File: config.mk
export PLATFORM = sky130hd
export DESIGN_NAME = aliens_bus_cycle_ctrl_flat
export DESIGN_NICKNAME = d
export VERILOG_FILES = /design/src/rtl/aliens_bus_pkg.sv /design/src/rtl/aliens_bus_cycle_ctrl_if.sv /design/src/rtl/aliens_watchdog.sv /design/src/rtl/aliens_bus_cycle_ctrl.sv /design/src/flat_wrapper.sv
export SDC_FILE = /design/constraint.sdc
export NUM_CORES = 1
export LEC_CHECK = 0
export BUFFER_PORTS_ARGS = -buffer_cell sky130_fd_sc_hd__buf_2
export CORE_UTILIZATION = 25
export DETAILED_ROUTE_END_ITERATION = 8
export PLACE_DENSITY = 0.51
export SYNTH_ARGS = -nofsm -noshare
export SYNTH_HDL_FRONTEND = slang
export SYNTH_SLANG_ARGS = --single-unit
File: constraint.sdc
create_clock -name clk -period 6.2 [get_ports clk]
set_input_delay 0.62 -clock clk [delete_from_list [all_inputs] [get_ports clk]]
set_output_delay 0.62 -clock clk [all_outputs]
set_load 0.02 [all_outputs]
File: src/rtl/aliens_bus_pkg.sv
`default_nettype none
// ============================================================================
// Module   : aliens_bus_pkg
// Purpose  : Shared types and helpers for the bus cycle controller: FSM state
//            encoding, chip-select width, wait-state field width and the
//            chip-select decode helper.
// Revision : 1.0 - initial release
// ============================================================================
package aliens_bus_pkg;

    localparam int NUM_CS = 8;
    localparam int WAIT_W = 3;
    localparam int IDX_W  = $clog2(NUM_CS);

    typedef enum logic [1:0] {
        IDLE    = 2'd0,
        ACCESS  = 2'd1,
        ERROR   = 2'd2,
        RECOVER = 2'd3
    } state_t;

    typedef struct packed {
        logic             valid;  // exactly one select asserted
        logic [IDX_W-1:0] idx;    // index of the asserted select
    } cs_dec_t;

    // Decode active-low selects into a one-hot-valid flag and a binary index.
    // idx is only meaningful when valid is set.
    function automatic cs_dec_t cs_decode(input logic [NUM_CS-1:0] cs_n);
        cs_dec_t     r;
        int unsigned cnt;
        r   = '0;
        cnt = 0;
        for (int i = 0; i < NUM_CS; i++) begin
            if (!cs_n[i]) begin
                cnt++;
                r.idx = IDX_W'(i);
            end
        end
        r.valid = (cnt == 1);
        return r;
    endfunction

endpackage
`default_nettype wire

File: src/rtl/aliens_bus_cycle_ctrl_if.sv
`default_nettype none
// ============================================================================
// Module   : aliens_bus_cycle_ctrl_if
// Purpose  : CPU-side request/response and device-side strobe bundle of the
//            bus cycle controller.
// Ports    : master - CPU/decoder side (drives req, rnw, cs_n)
//            slave  - controller side (drives cs_lat_n, rd_n, wr_n,
//                     cpu_ready, bus_err)
// Revision : 1.0 - initial release
// ============================================================================
interface aliens_bus_cycle_ctrl_if
    import aliens_bus_pkg::*;
#(
    parameter int NUM_CS = aliens_bus_pkg::NUM_CS
) ();

    logic              cpu_req;
    logic              cpu_rnw;
    logic [NUM_CS-1:0] cs_n;
    logic [NUM_CS-1:0] cs_lat_n;
    logic              rd_n;
    logic              wr_n;
    logic              cpu_ready;
    logic              bus_err;

    modport master (
        output cpu_req, cpu_rnw, cs_n,
        input  cs_lat_n, rd_n, wr_n, cpu_ready, bus_err
    );

    modport slave (
        input  cpu_req, cpu_rnw, cs_n,
        output cs_lat_n, rd_n, wr_n, cpu_ready, bus_err
    );

endinterface
`default_nettype wire

File: src/rtl/aliens_watchdog.sv
`default_nettype none
// ============================================================================
// Module   : aliens_watchdog
// Purpose  : Down-counting watchdog. Expiry issues an active-low reset pulse
//            of PULSE cycles, after which the counter reloads to TIMEOUT.
// Ports    : clk, rst_n    - clock, asynchronous active-low reset
//            en            - count enable (counter frozen while low)
//            kick          - reload request; ignored during a pulse
//            wdog_rst_n    - registered active-low reset request
// Revision : 1.0 - initial release
// ============================================================================
module aliens_watchdog
    import aliens_bus_pkg::*;
#(
    parameter logic [15:0] TIMEOUT = 16'd60000,
    parameter logic [7:0]  PULSE   = 8'd16     // must be at least 1
) (
    input  wire logic clk,
    input  wire logic rst_n,
    input  wire logic en,
    input  wire logic kick,
    output logic      wdog_rst_n
);

    logic [15:0] cnt_q,  cnt_d;
    logic [7:0]  pcnt_q, pcnt_d;   // remaining low cycles after the current one
    logic        rstn_q, rstn_d;   // low while the pulse is active

    always_comb begin
        cnt_d  = cnt_q;
        pcnt_d = pcnt_q;
        rstn_d = rstn_q;
        if (!rstn_q) begin
            // Pulse in progress: runs to completion regardless of en or kick.
            if (pcnt_q == 8'd0) begin
                rstn_d = 1'b1;
                cnt_d  = TIMEOUT;
            end else begin
                pcnt_d = pcnt_q - 8'd1;
            end
        end else if (kick) begin
            // Checked before expiry so a kick on the expiry edge wins.
            cnt_d = TIMEOUT;
        end else if (en) begin
            if (cnt_q <= 16'd1) begin
                cnt_d  = 16'd0;
                rstn_d = 1'b0;
                pcnt_d = PULSE - 8'd1;
            end else begin
                cnt_d = cnt_q - 16'd1;
            end
        end
    end

    always_ff @(posedge clk or negedge rst_n) begin
        if (!rst_n) begin
            cnt_q  <= TIMEOUT;
            pcnt_q <= 8'd0;
            rstn_q <= 1'b1;
        end else begin
            cnt_q  <= cnt_d;
            pcnt_q <= pcnt_d;
            rstn_q <= rstn_d;
        end
    end

    assign wdog_rst_n = rstn_q;

endmodule
`default_nettype wire

File: src/rtl/aliens_bus_cycle_ctrl.sv
`default_nettype none
// ============================================================================
// Module   : aliens_bus_cycle_ctrl
// Purpose  : Sequences CPU bus accesses after address decode: latches the
//            chip selects, drives read/write strobes for 1+W cycles, returns
//            a one-cycle ready (with bus_err on bad decodes) and hosts the
//            system watchdog kicked by writes to select WDOG_IDX.
// Ports    : clk, rst_n    - clock, asynchronous active-low reset
//            bus (slave)   - cpu_req/cpu_rnw/cs_n in; cs_lat_n/rd_n/wr_n/
//                            cpu_ready/bus_err out (all registered)
//            wdog_en       - watchdog count enable
//            wdog_rst_n    - watchdog reset request (active low)
// Revision : 1.0 - initial release
// ============================================================================
module aliens_bus_cycle_ctrl
    import aliens_bus_pkg::*;
#(
    parameter int                         NUM_CS       = aliens_bus_pkg::NUM_CS,
    parameter logic [NUM_CS*WAIT_W-1:0]   WAIT_CFG     = '0,
    parameter int                         WDOG_IDX     = 0,
    parameter logic [15:0]                WDOG_TIMEOUT = 16'd60000,
    parameter logic [7:0]                 WDOG_PULSE   = 8'd16
) (
    input  wire logic               clk,
    input  wire logic               rst_n,
    aliens_bus_cycle_ctrl_if.slave  bus,
    input  wire logic               wdog_en,
    output logic                    wdog_rst_n
);

    localparam int PKG_CS = aliens_bus_pkg::NUM_CS;

    state_t              state_q, state_d;
    logic [NUM_CS-1:0]   cs_q, cs_d;          // selects latched in IDLE
    logic                rnw_q, rnw_d;
    logic [WAIT_W-1:0]   wait_q, wait_d;
    logic [NUM_CS-1:0]   cs_lat_n_q, cs_lat_n_d;
    logic                rd_n_q, rd_n_d;
    logic                wr_n_q, wr_n_d;
    logic                ready_q, ready_d;
    logic                err_q, err_d;
    logic [PKG_CS-1:0]   w_cs_pad;
    cs_dec_t             w_dec;
    logic                w_kick;

    always_comb begin
        // Unused upper select lines read as deasserted.
        w_cs_pad                = '1;
        w_cs_pad[NUM_CS-1:0]    = bus.cs_n;
        w_dec                   = cs_decode(w_cs_pad);

        state_d    = state_q;
        cs_d       = cs_q;
        rnw_d      = rnw_q;
        wait_d     = wait_q;
        cs_lat_n_d = '1;
        rd_n_d     = 1'b1;
        wr_n_d     = 1'b1;
        ready_d    = 1'b0;
        err_d      = 1'b0;

        case (state_q)
            IDLE: begin
                if (bus.cpu_req) begin
                    cs_d  = bus.cs_n;
                    rnw_d = bus.cpu_rnw;
                    if (w_dec.valid) begin
                        state_d = ACCESS;
                        wait_d  = WAIT_CFG[int'(w_dec.idx)*WAIT_W +: WAIT_W];
                    end else begin
                        state_d = ERROR;
                    end
                end
            end
            ACCESS: begin
                // Strobes stay up through the ready cycle and drop after it.
                if (ready_q) begin
                    state_d = RECOVER;
                end else begin
                    cs_lat_n_d = cs_q;
                    rd_n_d     = !rnw_q;
                    wr_n_d     = rnw_q;
                    if (wait_q == '0) begin
                        ready_d = 1'b1;
                    end else begin
                        wait_d = wait_q - 1'b1;
                    end
                end
            end
            ERROR: begin
                ready_d = 1'b1;
                err_d   = 1'b1;
                state_d = RECOVER;
            end
            RECOVER: begin
                // Wait for the CPU to drop req so one request yields one ready.
                if (!bus.cpu_req) begin
                    state_d = IDLE;
                end
            end
            default: state_d = IDLE;
        endcase

        // Kick lands on the edge that raises ready for a watchdog write.
        w_kick = ready_d && (state_q == ACCESS) && !rnw_q && !cs_q[WDOG_IDX];
    end

    always_ff @(posedge clk or negedge rst_n) begin
        if (!rst_n) begin
            state_q    <= IDLE;
            cs_q       <= '1;
            rnw_q      <= 1'b1;
            wait_q     <= '0;
            cs_lat_n_q <= '1;
            rd_n_q     <= 1'b1;
            wr_n_q     <= 1'b1;
            ready_q    <= 1'b0;
            err_q      <= 1'b0;
        end else begin
            state_q    <= state_d;
            cs_q       <= cs_d;
            rnw_q      <= rnw_d;
            wait_q     <= wait_d;
            cs_lat_n_q <= cs_lat_n_d;
            rd_n_q     <= rd_n_d;
            wr_n_q     <= wr_n_d;
            ready_q    <= ready_d;
            err_q      <= err_d;
        end
    end

    assign bus.cs_lat_n  = cs_lat_n_q;
    assign bus.rd_n      = rd_n_q;
    assign bus.wr_n      = wr_n_q;
    assign bus.cpu_ready = ready_q;
    assign bus.bus_err   = err_q;

    aliens_watchdog #(
        .TIMEOUT (WDOG_TIMEOUT),
        .PULSE   (WDOG_PULSE)
    ) u_wdog (
        .clk        (clk),
        .rst_n      (rst_n),
        .en         (wdog_en),
        .kick       (w_kick),
        .wdog_rst_n (wdog_rst_n)
    );

endmodule
`default_nettype wire

File: src/flat_wrapper.sv
// flat-port wrapper written by rule: the top's interface ports become plain ports
module aliens_bus_cycle_ctrl_flat import aliens_bus_pkg::*;
#(
    parameter int                         NUM_CS       = aliens_bus_pkg::NUM_CS,
    parameter logic [NUM_CS*WAIT_W-1:0]   WAIT_CFG     = '0,
    parameter int                         WDOG_IDX     = 0,
    parameter logic [15:0]                WDOG_TIMEOUT = 16'd60000,
    parameter logic [7:0]                 WDOG_PULSE   = 8'd16
)
  (clk, rst_n, wdog_en, wdog_rst_n, bus_cpu_req, bus_cpu_rnw, bus_cs_n, bus_cs_lat_n, bus_rd_n, bus_wr_n, bus_cpu_ready, bus_bus_err);
  aliens_bus_cycle_ctrl_if #(.NUM_CS(NUM_CS)) bus_i ();
  input  wire logic clk;
  input  wire logic rst_n;
  input  wire logic wdog_en;
  output logic wdog_rst_n;
  input wire logic [$bits(bus_i.cpu_req)-1:0] bus_cpu_req;
  input wire logic [$bits(bus_i.cpu_rnw)-1:0] bus_cpu_rnw;
  input wire logic [$bits(bus_i.cs_n)-1:0] bus_cs_n;
  output wire logic [$bits(bus_i.cs_lat_n)-1:0] bus_cs_lat_n;
  output wire logic [$bits(bus_i.rd_n)-1:0] bus_rd_n;
  output wire logic [$bits(bus_i.wr_n)-1:0] bus_wr_n;
  output wire logic [$bits(bus_i.cpu_ready)-1:0] bus_cpu_ready;
  output wire logic [$bits(bus_i.bus_err)-1:0] bus_bus_err;
  assign bus_i.cpu_req = bus_cpu_req;
  assign bus_i.cpu_rnw = bus_cpu_rnw;
  assign bus_i.cs_n = bus_cs_n;
  assign bus_cs_lat_n = bus_i.cs_lat_n;
  assign bus_rd_n = bus_i.rd_n;
  assign bus_wr_n = bus_i.wr_n;
  assign bus_cpu_ready = bus_i.cpu_ready;
  assign bus_bus_err = bus_i.bus_err;
  aliens_bus_cycle_ctrl #(.NUM_CS(NUM_CS), .WAIT_CFG(WAIT_CFG), .WDOG_IDX(WDOG_IDX), .WDOG_TIMEOUT(WDOG_TIMEOUT), .WDOG_PULSE(WDOG_PULSE)) u_core (.clk(clk), .rst_n(rst_n), .bus(bus_i), .wdog_en(wdog_en), .wdog_rst_n(wdog_rst_n));
endmodule
==> out/qor.csv, run 1 <==
metric,value,unit
status,"complete, no violations",
worstPathArrival,5.23,ns
avgSynthCellArea,9.46,sq um
grt_pass1_wl,10800,microns
wire_per_inst,12.2,microns
syn_nets,365,
cts_buffer_depth,2,
clk_pin_slew,0.07,ns
multi_input_area,0.00172,sq mm
p_int,841,uW
max_freq,198,MHz
core.rowCount,40,
cts_resized,0,
synthFlopType,dfstp_2,
antenna_cells,0,
gp_congestion,0.803,
nets,386,
cts_tree,done,
p_per_area,344,mW/mm^2
fp.coreArea,0.0122,sq mm
ys_ff_latch,51,
drive_gt1_frac,0.253,
hold_buffers,0,
cp_max_fo,6,
met1_usage,0.134,
grt_usage,0.104,
post-route-period-util,0.816,
clk_latency,0.29,ns
hp-class,primary input to asynchronous set/reset pin,
die_h,114,microns
fp.dieArea,0.0131,sq mm
final_cell_count_no_fill,524,
ys_seq_area_frac,0.414,
grt.met2_usage,0.168,
cp-end-kind,flop,
hpwl,4650,microns
worstPathRequired,6.37,ns
reg2reg_setup_slack,2.97,ns
grtUsageMet3,0.0259,
grt_pass1_vias,2282,
num-fill-cells,1255,
drv_slew,0,
drt_iter0_markers,78,
ys_warn_count,0,
cts-buffers-inserted,5,
tightestPinTransition,0.912,ns
crit_path_start_kind,primary input,
ant_nets,0,
synth-edff-count,0,
io_pins,26,
timing.slew.headroom,0.391,
wl,6370,microns
synthDistinctLibCells,58,
route.detailed.drc,0,
switching_share,0.326,
total_power,1.25,mW
dr.pass1.iters,4,
syn_inst,334,
setup_viol,0,
leakage,1.52,nW
finalClockSkew,0.00733,ns
cts.sinks,51,
dr_total_vias,2366,
initial_core_util,0.260,
fp.dieW,114,microns
seqCellArea,0.00131,sq mm
post-cts-setup-buffers,0,
grt_max_degree,52,
p_sw,406,uW
cts_root_buf,clkbuf_16,
synth-async-reset-ratio,1.00,
worstSetupPathType,primary input to flop,
min_period,5.06,ns
setup_tns,0,ns
hold_viol,0,
portBuffers,25,
seqPwrFrac,0.393,
pwr-share-comb,0.343,
grt.overflow.total,0,
antenna_found_initial,0,
rr_startpoint,u_core.state_q[1],
power_frac_clock,0.265,
rsz0062_at_grt,false,
cap_violations,0,
dp_cells,516,
via_per_inst,4.52,
area_growth,14.7,%
synth.cell_area,0.00316,sq mm
global_route.peak_usage_layer,met2,
peakVddDrop,0.172,mV
cp-startpoint,bus_cs_n[0],
cts.htree.levels,2,
## cell usage in the layout (no fill, tap or decap), drive strengths merged, types with 2 or more instances in the layout
cell type	instances
xor2	3
nand3	8
inv	21
nand3b	2
or4b	2
or3	6
a21oi	21
dfstp	27
a211oi	2
o21ai	28
a31oi	2
nor2b	9
nor4b	2
mux2i	7
nand2	38
and3	4
clkbuf	6
nor2	30
ha	18
dfrtp	24
mux2	7
a21o	2
nor3	13
xnor2	6
buf	26
nand2b	16
or4	2
## metal layers
layer	vias to the layer above	wire, microns
met5	-	0
met2	35	2950
met1	1118	3080
met4	0	89
li1	1206	-
met3	7	247
## critical path, cell delays in order
cell and delay [ns]:
buf_2 0.09, inv_1 0.04, ha_1 0.35, and2b_1 0.23, nor2_1 0.04, ha_1 0.31
nor2b_1 0.15, a21o_1 0.17, ha_1 0.29, nand2b_1 0.10, nand2_1 0.06, ha_1 0.27
nor2_1 0.10, a31oi_1 0.05, a41o_1 0.26, ha_1 0.28, nor2_1 0.17, nor2_1 0.08
ha_1 0.17, nor2b_1 0.13, xnor2_1 0.13, xnor2_1 0.13, o21ba_2 0.23, mux2i_1 0.07
nor3_2 0.25, nand2_1 0.09, a311o_1 0.34
## cell families (layout without fill, tap and decap cells)
group | Yosys count | in the layout | share of synthesized area
adder cells (fa/ha/maj) | 18 | 18 | 0.0713
flip-flops | 51 | 51 | 0.414
multiplexers | 14 | 14 | 0.0471
XOR/XNOR | 11 | 11 | 0.0451
buffers and inverters | 32 | 54 | 0.0424
AO/OA/AOI/OAI | 68 | 68 | 0.142
AND/OR/NAND/NOR | 140 | 140 | 0.238
## per-stage QoR
stage	cell area (sq um)	util	hold WS (ns)	worst slack [ns]
floorplan	3160	-	0.324	1.26
global placement	3450	0.283	0.456	1.02
detailed placement	3450	0.283	0.459	0.827
CTS	3620	0.298	0.474	1.13
global route	3620	0.298	0.490	0.884
finish	3620	0.298	0.447	1.14
## flip-flops by register name, indices dropped and copies added (netlist names)
register                  flops
u_core.bus.bus_err            1
u_core.bus.cpu_ready          1
u_core.bus.cs_lat_n           8
u_core.bus.rd_n               1
u_core.bus.wr_n               1
u_core.cs_q                   8
u_core.rnw_q                  1
u_core.state_q                2
u_core.u_wdog.cnt_q          16
u_core.u_wdog.pcnt_q          8
u_core.u_wdog.wdog_rst_n      1
u_core.wait_q                 3
## power groups by stage
| stage | clock (mW) | sequential, mW | combinational [mW] |
|---|---|---|---|
| after floorplan | 0 | 0.528 | 0.288 |
| after global placement | 0 | 0.497 | 0.422 |
| after detailed placement | 0 | 0.497 | 0.433 |
| after CTS | 0.342 | 0.492 | 0.435 |
| after global routing | 0.355 | 0.503 | 0.474 |
| final | 0.330 | 0.489 | 0.427 |
## worst paths after layout
path                       depth (start not counted)                 endpoint
hold reg to reg                                    1          u_core.bus.rd_n
min in group clk                                   1          u_core.bus.rd_n
setup reg to reg                                   9   u_core.u_wdog.cnt_q[7]
hold / removal                                     2  u_core.u_wdog.pcnt_q[3]
max in group asynchronous                          2        u_core.state_q[1]
setup / recovery                                  27         u_core.wait_q[2]
## synth_stat cells (all sizes together) (3+ instances only)
library cell / count / share of area
and3: 4 / 0.0079
nor2b: 9 / 0.018
xnor2: 6 / 0.019
nor3: 13 / 0.033
ha: 18 / 0.071
dfrtp: 24 / 0.19
buf: 3 / 0.0067
mux2i: 7 / 0.022
mux2: 7 / 0.025
clkbuf: 9 / 0.011
nor2: 30 / 0.036
xor2: 3 / 0.011
nand3: 8 / 0.013
a21oi: 21 / 0.037
inv: 20 / 0.025
o21ai: 28 / 0.049
dfstp: 27 / 0.22
nand2: 38 / 0.045
nand2b: 16 / 0.032
or3: 6 / 0.012
## final cells by class
class / count / share of cell area
clock buffer: 6 / 0.0383
clock inverter: 2 / 0.0107
inverter: 20 / 0.0214
multi-input combinational: 251 / 0.474
sequential: 51 / 0.361
tap: 168 / 0.0580
timing repair buffer: 26 / 0.0366
Note: power is estimated with default switching activity, not from simulation.
==> inputs of run 2 (changes only) <==
--- a/config.mk
+++ b/config.mk
@@ -5,6 +5,7 @@
 export SDC_FILE = /design/constraint.sdc
 export NUM_CORES = 1
 export LEC_CHECK = 0
+export ABC_AREA = 1
 export BUFFER_PORTS_ARGS = -buffer_cell sky130_fd_sc_hd__buf_2
 export CORE_UTILIZATION = 25
 export DETAILED_ROUTE_END_ITERATION = 8
==> constraint.sdc (replaced) <==
create_clock -name clk -period 4.96 [get_ports clk]
set_input_delay 0.496 -clock clk [delete_from_list [all_inputs] [get_ports clk]]
set_output_delay 0.496 -clock clk [all_outputs]
set_load 0.02 [all_outputs]
==> run 2 against run 1 <==
Clock power increased by 13%; sequential power increased by 34%; cell count increased by 14%; sequential cell count unchanged.
==> out/qor.csv, run 2 <==
metric,value,unit,change
hold_viol,0,,unchanged
finalClockSkew,0.00824,ns,+0.000905 ns
rsz0062_at_grt,false,,
rr_startpoint,u_core.state_q[1],,
drive_gt1_frac,0.247,,-0.00630
grt_pass1_wl,11600,microns,+7.0%
max_freq,227,MHz,
grt_max_degree,52,,unchanged
slowest_delay,0.33,ns,-0.02 ns
seqPwrFrac,0.406,,+0.013
antenna_cells,0,,unchanged
cts_tree,done,,
fin_ws,0.561,ns,-0.581 ns
ys_ff_latch,51,,unchanged
yosysTopAreaCellShare,0.225,,+0.000982
p_int,1.02,mW,+21%
cts-buffers-inserted,5,,unchanged
gp_congestion,0.836,,+4.0%
cts_root_buf,clkbuf_16,,
synth.cell_area,0.00315,sq mm,-0.44%
route.detailed.drc,0,,unchanged
min_period,4.40,ns,
r2r_end,u_core.u_wdog.cnt_q[6],,
drt_iter0_markers,101,,+29%
grt_pass1_vias,2539,,+11%
setup_tns,0,ns,unchanged
ys_warn_count,0,,unchanged
hp-class,primary input to asynchronous set/reset pin,,
cts.htree.levels,2,,unchanged
clk_latency,0.29,ns,about the same
cts_buffer_depth,2,,unchanged
fp.coreArea,0.0122,sq mm,unchanged
hpwl,4990,microns,+7.2%
largest-register,u_core.u_wdog.cnt_q,,
cap_violations,0,,unchanged
synth.area.top_cells,"dfstp_2, dfrtp_1, nand2_1",,
power_frac_clock,0.231,,-0.034
nets,460,,+19%
peakVddDrop,0.151,mV,-13%
timing.slew.headroom,0.567,,+0.177
hold_buffers,0,,unchanged
dp_slack,0.265,ns,-0.562 ns
setup_viol,0,,unchanged
fp.dieW,114,microns,-0.21%
synth.most_common_cell,nand2_1,,
io_pins,26,,unchanged
cts_resized,0,,unchanged
syn_nets,429,,+18%
synth-edff-count,0,,unchanged
area_growth,15.6,%,
status,"complete, no violations",,
largest_reg_flops,16,,unchanged
avgSynthCellArea,7.91,sq um,-16%
wl,6430,microns,+1.0%
dr.pass1.iters,4,,unchanged
switching_share,0.371,,+0.0449
initial_core_util,0.259,,-0.00113
fp.dieArea,0.0130,sq mm,-0.43%
synth-async-reset-ratio,1.00,,unchanged
synthFlopType,dfstp_2,,
antenna_found_initial,0,,unchanged
core.rowCount,40,,unchanged
p_per_area,445,mW/mm^2,+29%
cp_slowest_cell,ha_1,,
yosysTopAreaCell,dfstp_2,,
final_cell_mix,"nand2_1, inv_1, nor2_1, nand3_1, dfstp_2",,
ant_nets,0,,unchanged
cp_max_fo,4,,-2
post-cts-setup-buffers,0,,unchanged
ys_top_cells_by_count,"nand2_1, inv_1, nor2_1, nand3_1, dfstp_2",,
via_per_inst,4.39,,-2.8%
num-fill-cells,1297,,+3.3%
synthDistinctLibCells,37,,-36%
mostFrequentLayoutCell,nand2_1,,
cts.sinks,51,,unchanged
drv_slew,0,,unchanged
die_h,114,microns,-0.21%
syn_inst,398,,+19%
worstPathRequired,5.15,ns,-1.22 ns
portBuffers,25,,unchanged
dr_total_vias,2625,,+11%
post-route-period-util,0.887,,
grt_usage,0.110,,+0.00656
tightestPinTransition,0.649,ns,-0.263 ns
worstSetupPathType,primary input to flop,,
path_common_cell,nand2_1,,
wire_per_inst,10.8,microns,-11%
crit_path_start_kind,primary input,,
clk_pin_slew,0.07,ns,about the same
cp-end-kind,flop,,
r2r.worst_path.cells,13,,+4
grt.overflow.total,0,,unchanged
worstPathArrival,4.59,ns,-0.64 ns
ys_seq_area_frac,0.416,,+0.00181
leakage,1.72,nW,+13%
pwr-share-comb,0.363,,+0.020
reg2reg_setup_slack,2.48,ns,-0.49 ns
p_sw,600,uW,+48%
-- run 2: power groups by stage --
stage / Clock [mW] / Sequential [mW] / Combinational [mW]
global placement: 0 / 0.664 / 0.585
CTS: 0.387 / 0.660 / 0.598
floorplan: 0 / 0.696 / 0.402
global route: 0.405 / 0.675 / 0.679
detailed placement: 0 / 0.667 / 0.593
finish: 0.374 / 0.657 / 0.587
-- run 2: routing by layer --
metal	part of all wire	vias to the layer above	routed length [microns]	global-route usage
met5	0	-	0	0
met2	0.46	34	2980	0.182
met3	0.035	10	225	0.0254
li1	-	1351	-	-
met4	0.013	0	86	0.0329
met1	0.49	1230	3140	0.143
-- run 2: critical path: cells and delay by family --
family	cells	cell delay, ns
AOI/OAI and AO/OA	2	0.23
buffers and inverters	6	0.42
and+or+nand+nor	18	1.88
adders and majority gates	6	1.57
-- run 2: worst max path at each step --
stage | startpoint | end | slack (ns) | depth (start not counted)
after floorplan | bus_cs_n[0] | u_core.wait_q[0] | 0.65 | 30
after global placement | bus_cs_n[0] | u_core.wait_q[2] | 0.38 | 31
after detailed placement | bus_cs_n[0] | u_core.wait_q[1] | 0.26 | 32
after CTS | bus_cs_n[0] | u_core.wait_q[1] | 0.57 | 32
after global routing | bus_cs_n[0] | u_core.wait_q[2] | 0.13 | 31
final | bus_cs_n[0] | u_core.wait_q[1] | 0.56 | 32
-- run 2: cell families after synthesis --
logic type,after synthesis,share of synthesized area
compound gates,58,0.113
xor+xnor,3,0.00835
fa+ha+maj,18,0.0716
buf+inv,69,0.0847
flops,51,0.416
mux,1,0.00358
simple gates,198,0.303
-- run 2: per-stage QoR --
stage / std cells / util / hold slack (ns) / power [mW] / instance area (sq um)
after floorplan: 398 / - / 0.200 / 1.10 / 3150
after global placement: 590 / 0.286 / 0.447 / 1.25 / 3470
after detailed placement: 590 / 0.286 / 0.450 / 1.26 / 3470
after CTS: 598 / 0.299 / 0.343 / 1.64 / 3640
after global routing: 598 / 0.299 / 0.371 / 1.76 / 3640
final: 598 / 0.299 / 0.309 / 1.62 / 3640
-- run 2: layout make-up --
cell class | count | area [sq um] | share of cell area
clock buffer | 7 | 154 | 0.0423
clock inverter | 1 | 8.76 | 0.00241
inverter | 67 | 251 | 0.0691
multi-input combinational | 278 | 1570 | 0.432
sequential | 51 | 1310 | 0.360
tap | 168 | 210 | 0.0578
timing repair buffer | 26 | 133 | 0.0365
==> inputs of run 3 (changes only) <==
--- a/config.mk
+++ b/config.mk
@@ -12,4 +12,6 @@
 export PLACE_DENSITY = 0.51
 export SYNTH_ARGS = -nofsm -noshare
 export SYNTH_HDL_FRONTEND = slang
+export SYNTH_HIERARCHICAL = 1
 export SYNTH_SLANG_ARGS = --single-unit
+export TNS_END_PERCENT = 1
==> constraint.sdc (replaced) <==
create_clock -name clk -period 5.3 [get_ports clk]
set_input_delay 0.53 -clock clk [delete_from_list [all_inputs] [get_ports clk]]
set_output_delay 0.53 -clock clk [all_outputs]
set_load 0.02 [all_outputs]
==> run 3 against run 2 <==
Cell area rose by 11%; synthesized cell count rose by 21%; clock power fell by 12%; clock skew fell by 0.0013 ns; largest cell class unchanged; critical endpoint is now u_core/wait_q[0].
==> out/qor.csv, run 3 <==
metric,value,unit,change
crit_family,simple AND/OR/NAND/NOR gates,,
cts_buffer_depth,2,,unchanged
crit_path_start_kind,primary input,,
ys_top_cells_by_count,"nand2_1, inv_1, nor2_1, nand3_1, dfstp_2",,
rsz0062_at_grt,false,,
ys_warn_count,6,,+6
clk_pin_slew,0.07,ns,about the same
grt_pass1_wl,13600,microns,+17%
nets,539,,+17%
max_freq,223,MHz,
avgSynthCellArea,7.40,sq um,-6.4%
setup_viol,0,,unchanged
cp-startpoint,bus_cs_n[0],,
cts.sinks,51,,unchanged
yosysTopAreaCell,dfstp_2,,
finalClockSkew,0.00691,ns,-0.00132 ns
worstPathRequired,5.49,ns,+0.34 ns
synth-async-reset-ratio,1.00,,unchanged
ys_ff_latch,51,,unchanged
post-route-period-util,0.848,,
r2r_end,u_core/u_wdog/cnt_q[1],,
area_growth,13.2,%,
core.rowCount,43,,+7.5%
cts_resized,0,,unchanged
worstSetupPathType,primary input to flop,,
peakVddDrop,0.126,mV,-17%
synthDistinctLibCells,37,,unchanged
clk_latency,0.29,ns,about the same
min_period,4.49,ns,
synth.most_common_cell,nand2_1,,
hold_viol,0,,unchanged
largest-register,u_core/u_wdog/cnt_q,,
path_common_cell,nand2_1,,
cp-end-kind,flop,,
portBuffers,25,,unchanged
synth.area.top_cells,"dfstp_2, dfrtp_1, nand2_1",,
drt_iter0_markers,143,,+42%
mostFrequentLayoutCell,nand2_1,,
cts.htree.levels,2,,unchanged
final_cell_mix,"nand2_1, inv_1, nor2_1, nand3_1, dfstp_2",,
synth-edff-count,0,,unchanged
fp.dieArea,0.0147,sq mm,+13%
dr_total_vias,2942,,+12%
initial_core_util,0.256,,-0.00284
yosysTopAreaCellShare,0.200,,-0.0257
grt_usage,0.116,,+0.00588
gp_congestion,0.819,,-2.0%
r2r.worst_path.cells,15,,+2
synth.cell_area,0.00355,sq mm,+13%
ant_nets,0,,unchanged
endpoint,u_core/wait_q[0],,
worstPathBufferInverterCount,6,,unchanged
hpwl,5630,microns,+13%
wire_per_inst,10.8,microns,+0.70%
timing.slew.headroom,0.570,,+0.00223
status,"complete, no violations",,
drv_slew,0,,unchanged
ys_seq_area_frac,0.369,,-0.0475
tightestPinTransition,0.645,ns,-0.00335 ns
grt_max_degree,52,,unchanged
cp_max_fo,5,,+1
total_power,1.50,mW,-7.1%
via_per_inst,4.26,,-2.9%
dr.pass1.iters,4,,unchanged
route.detailed.drc,0,,unchanged
grt_pass1_vias,2980,,+17%
syn_nets,510,,+19%
fp.coreArea,0.0139,sq mm,+14%
hp-class,primary input to asynchronous set/reset pin,,
path_depth,32,,unchanged
leakage,1.99,nW,+16%
largest_reg_flops,16,,unchanged
setup_tns,0,ns,unchanged
antenna_found_initial,0,,unchanged
die_h,121,microns,+6.1%
synthFlopType,dfstp_2,,
fp.dieW,121,microns,+6.1%
cap_violations,0,,unchanged
rr_startpoint,u_core/state_q[1],,
cts_tree,done,,
antenna_cells,0,,unchanged
io_pins,26,,unchanged
cts_root_buf,clkbuf_16,,
syn_inst,480,,+21%
p_per_area,374,mW/mm^2,-16%
cts-buffers-inserted,5,,unchanged
wl,7470,microns,+16%
slowest_delay,0.34,ns,about the same
hold_buffers,0,,unchanged
worstPathArrival,4.68,ns,+0.09 ns
reg2reg_setup_slack,2.61,ns,+0.13 ns
post-cts-setup-buffers,0,,unchanged
cp_slowest_cell,ha_1,,
drive_gt1_frac,0.259,,+0.0123
grt.overflow.total,0,,unchanged
-- run 3: report_power, final --
group	switching [mW]	internal [mW]	total, mW
clock network	0.150	0.177	0.328
logic	0.352	0.198	0.549
registers	0.0773	0.549	0.626
-- run 3: per-layer routing --
| metal | global-route usage | part of all wire | up-vias |
|---|---|---|---|
| met5 | 0 | 0 | - |
| met4 | 0.0424 | 0.018 | 0 |
| met3 | 0.0235 | 0.033 | 11 |
| met2 | 0.200 | 0.48 | 38 |
| met1 | 0.142 | 0.47 | 1355 |
| li1 | - | - | 1538 |
-- run 3: logic make-up after synthesis --
family,after synthesis,synth area share
and+or+nand+nor,296,0.409
AOI/OAI and AO/OA,29,0.0497
adders and majority gates,17,0.0599
muxes,1,0.00634
xor gates and xnor gates,5,0.0144
buffers and inverters,81,0.0923
DFF,51,0.369
-- run 3: worst min-delay path by stage --
stage	start	to	slack, ns	cells past startpoint
floorplan	rst_n	u_core/bus.bus_err	0.23	0
global placement	u_core/rnw_q	u_core/bus.rd_n	0.44	1
detailed placement	u_core/rnw_q	u_core/bus.rd_n	0.44	1
CTS	rst_n	u_core/u_wdog/pcnt_q[2]	0.38	2
global route	rst_n	u_core/u_wdog/pcnt_q[6]	0.41	2
finish	rst_n	u_core/u_wdog/pcnt_q[3]	0.34	2
-- run 3: through the flow --
step / cell area [sq um] / setup WS [ns] / utilization / hold WS (ns) / cells
2_1_floorplan: 3550 / 0.902 / - / 0.234 / 480
3_3_place_gp: 3880 / 0.653 / 0.279 / 0.442 / 682
3_5_place_dp: 3880 / 0.500 / 0.279 / 0.438 / 682
4_1_cts: 4020 / 0.803 / 0.290 / 0.377 / 690
5_1_grt: 4020 / 0.418 / 0.290 / 0.406 / 690
6_report: 4020 / 0.807 / 0.290 / 0.338 / 690
-- run 3: cell type report --
class	instances	area, sq um
Fill cell	1538	9860
Multi-Input combinational cell	348	1910
Sequential cell	51	1310
Inverter	77	294
Tap cell	180	225
Timing Repair Buffer	26	133
Clock buffer	6	129
Clock inverter	2	17.5
-- run 3: worst register-to-register path: stages (launching register included) --
cell and delay, ns:
dfrtp_1 0.42, inv_1 0.09, ha_1 0.21, inv_1 0.11, nor2_1 0.22, nand2_1 0.08
a21oi_1 0.17, nand3_1 0.13, nor2_1 0.10, inv_1 0.10, nand3_2 0.26, clkinv_1 0.23
nor2_8 0.24, nand2_4 0.08, clkinv_4 0.08, a21oi_1 0.05
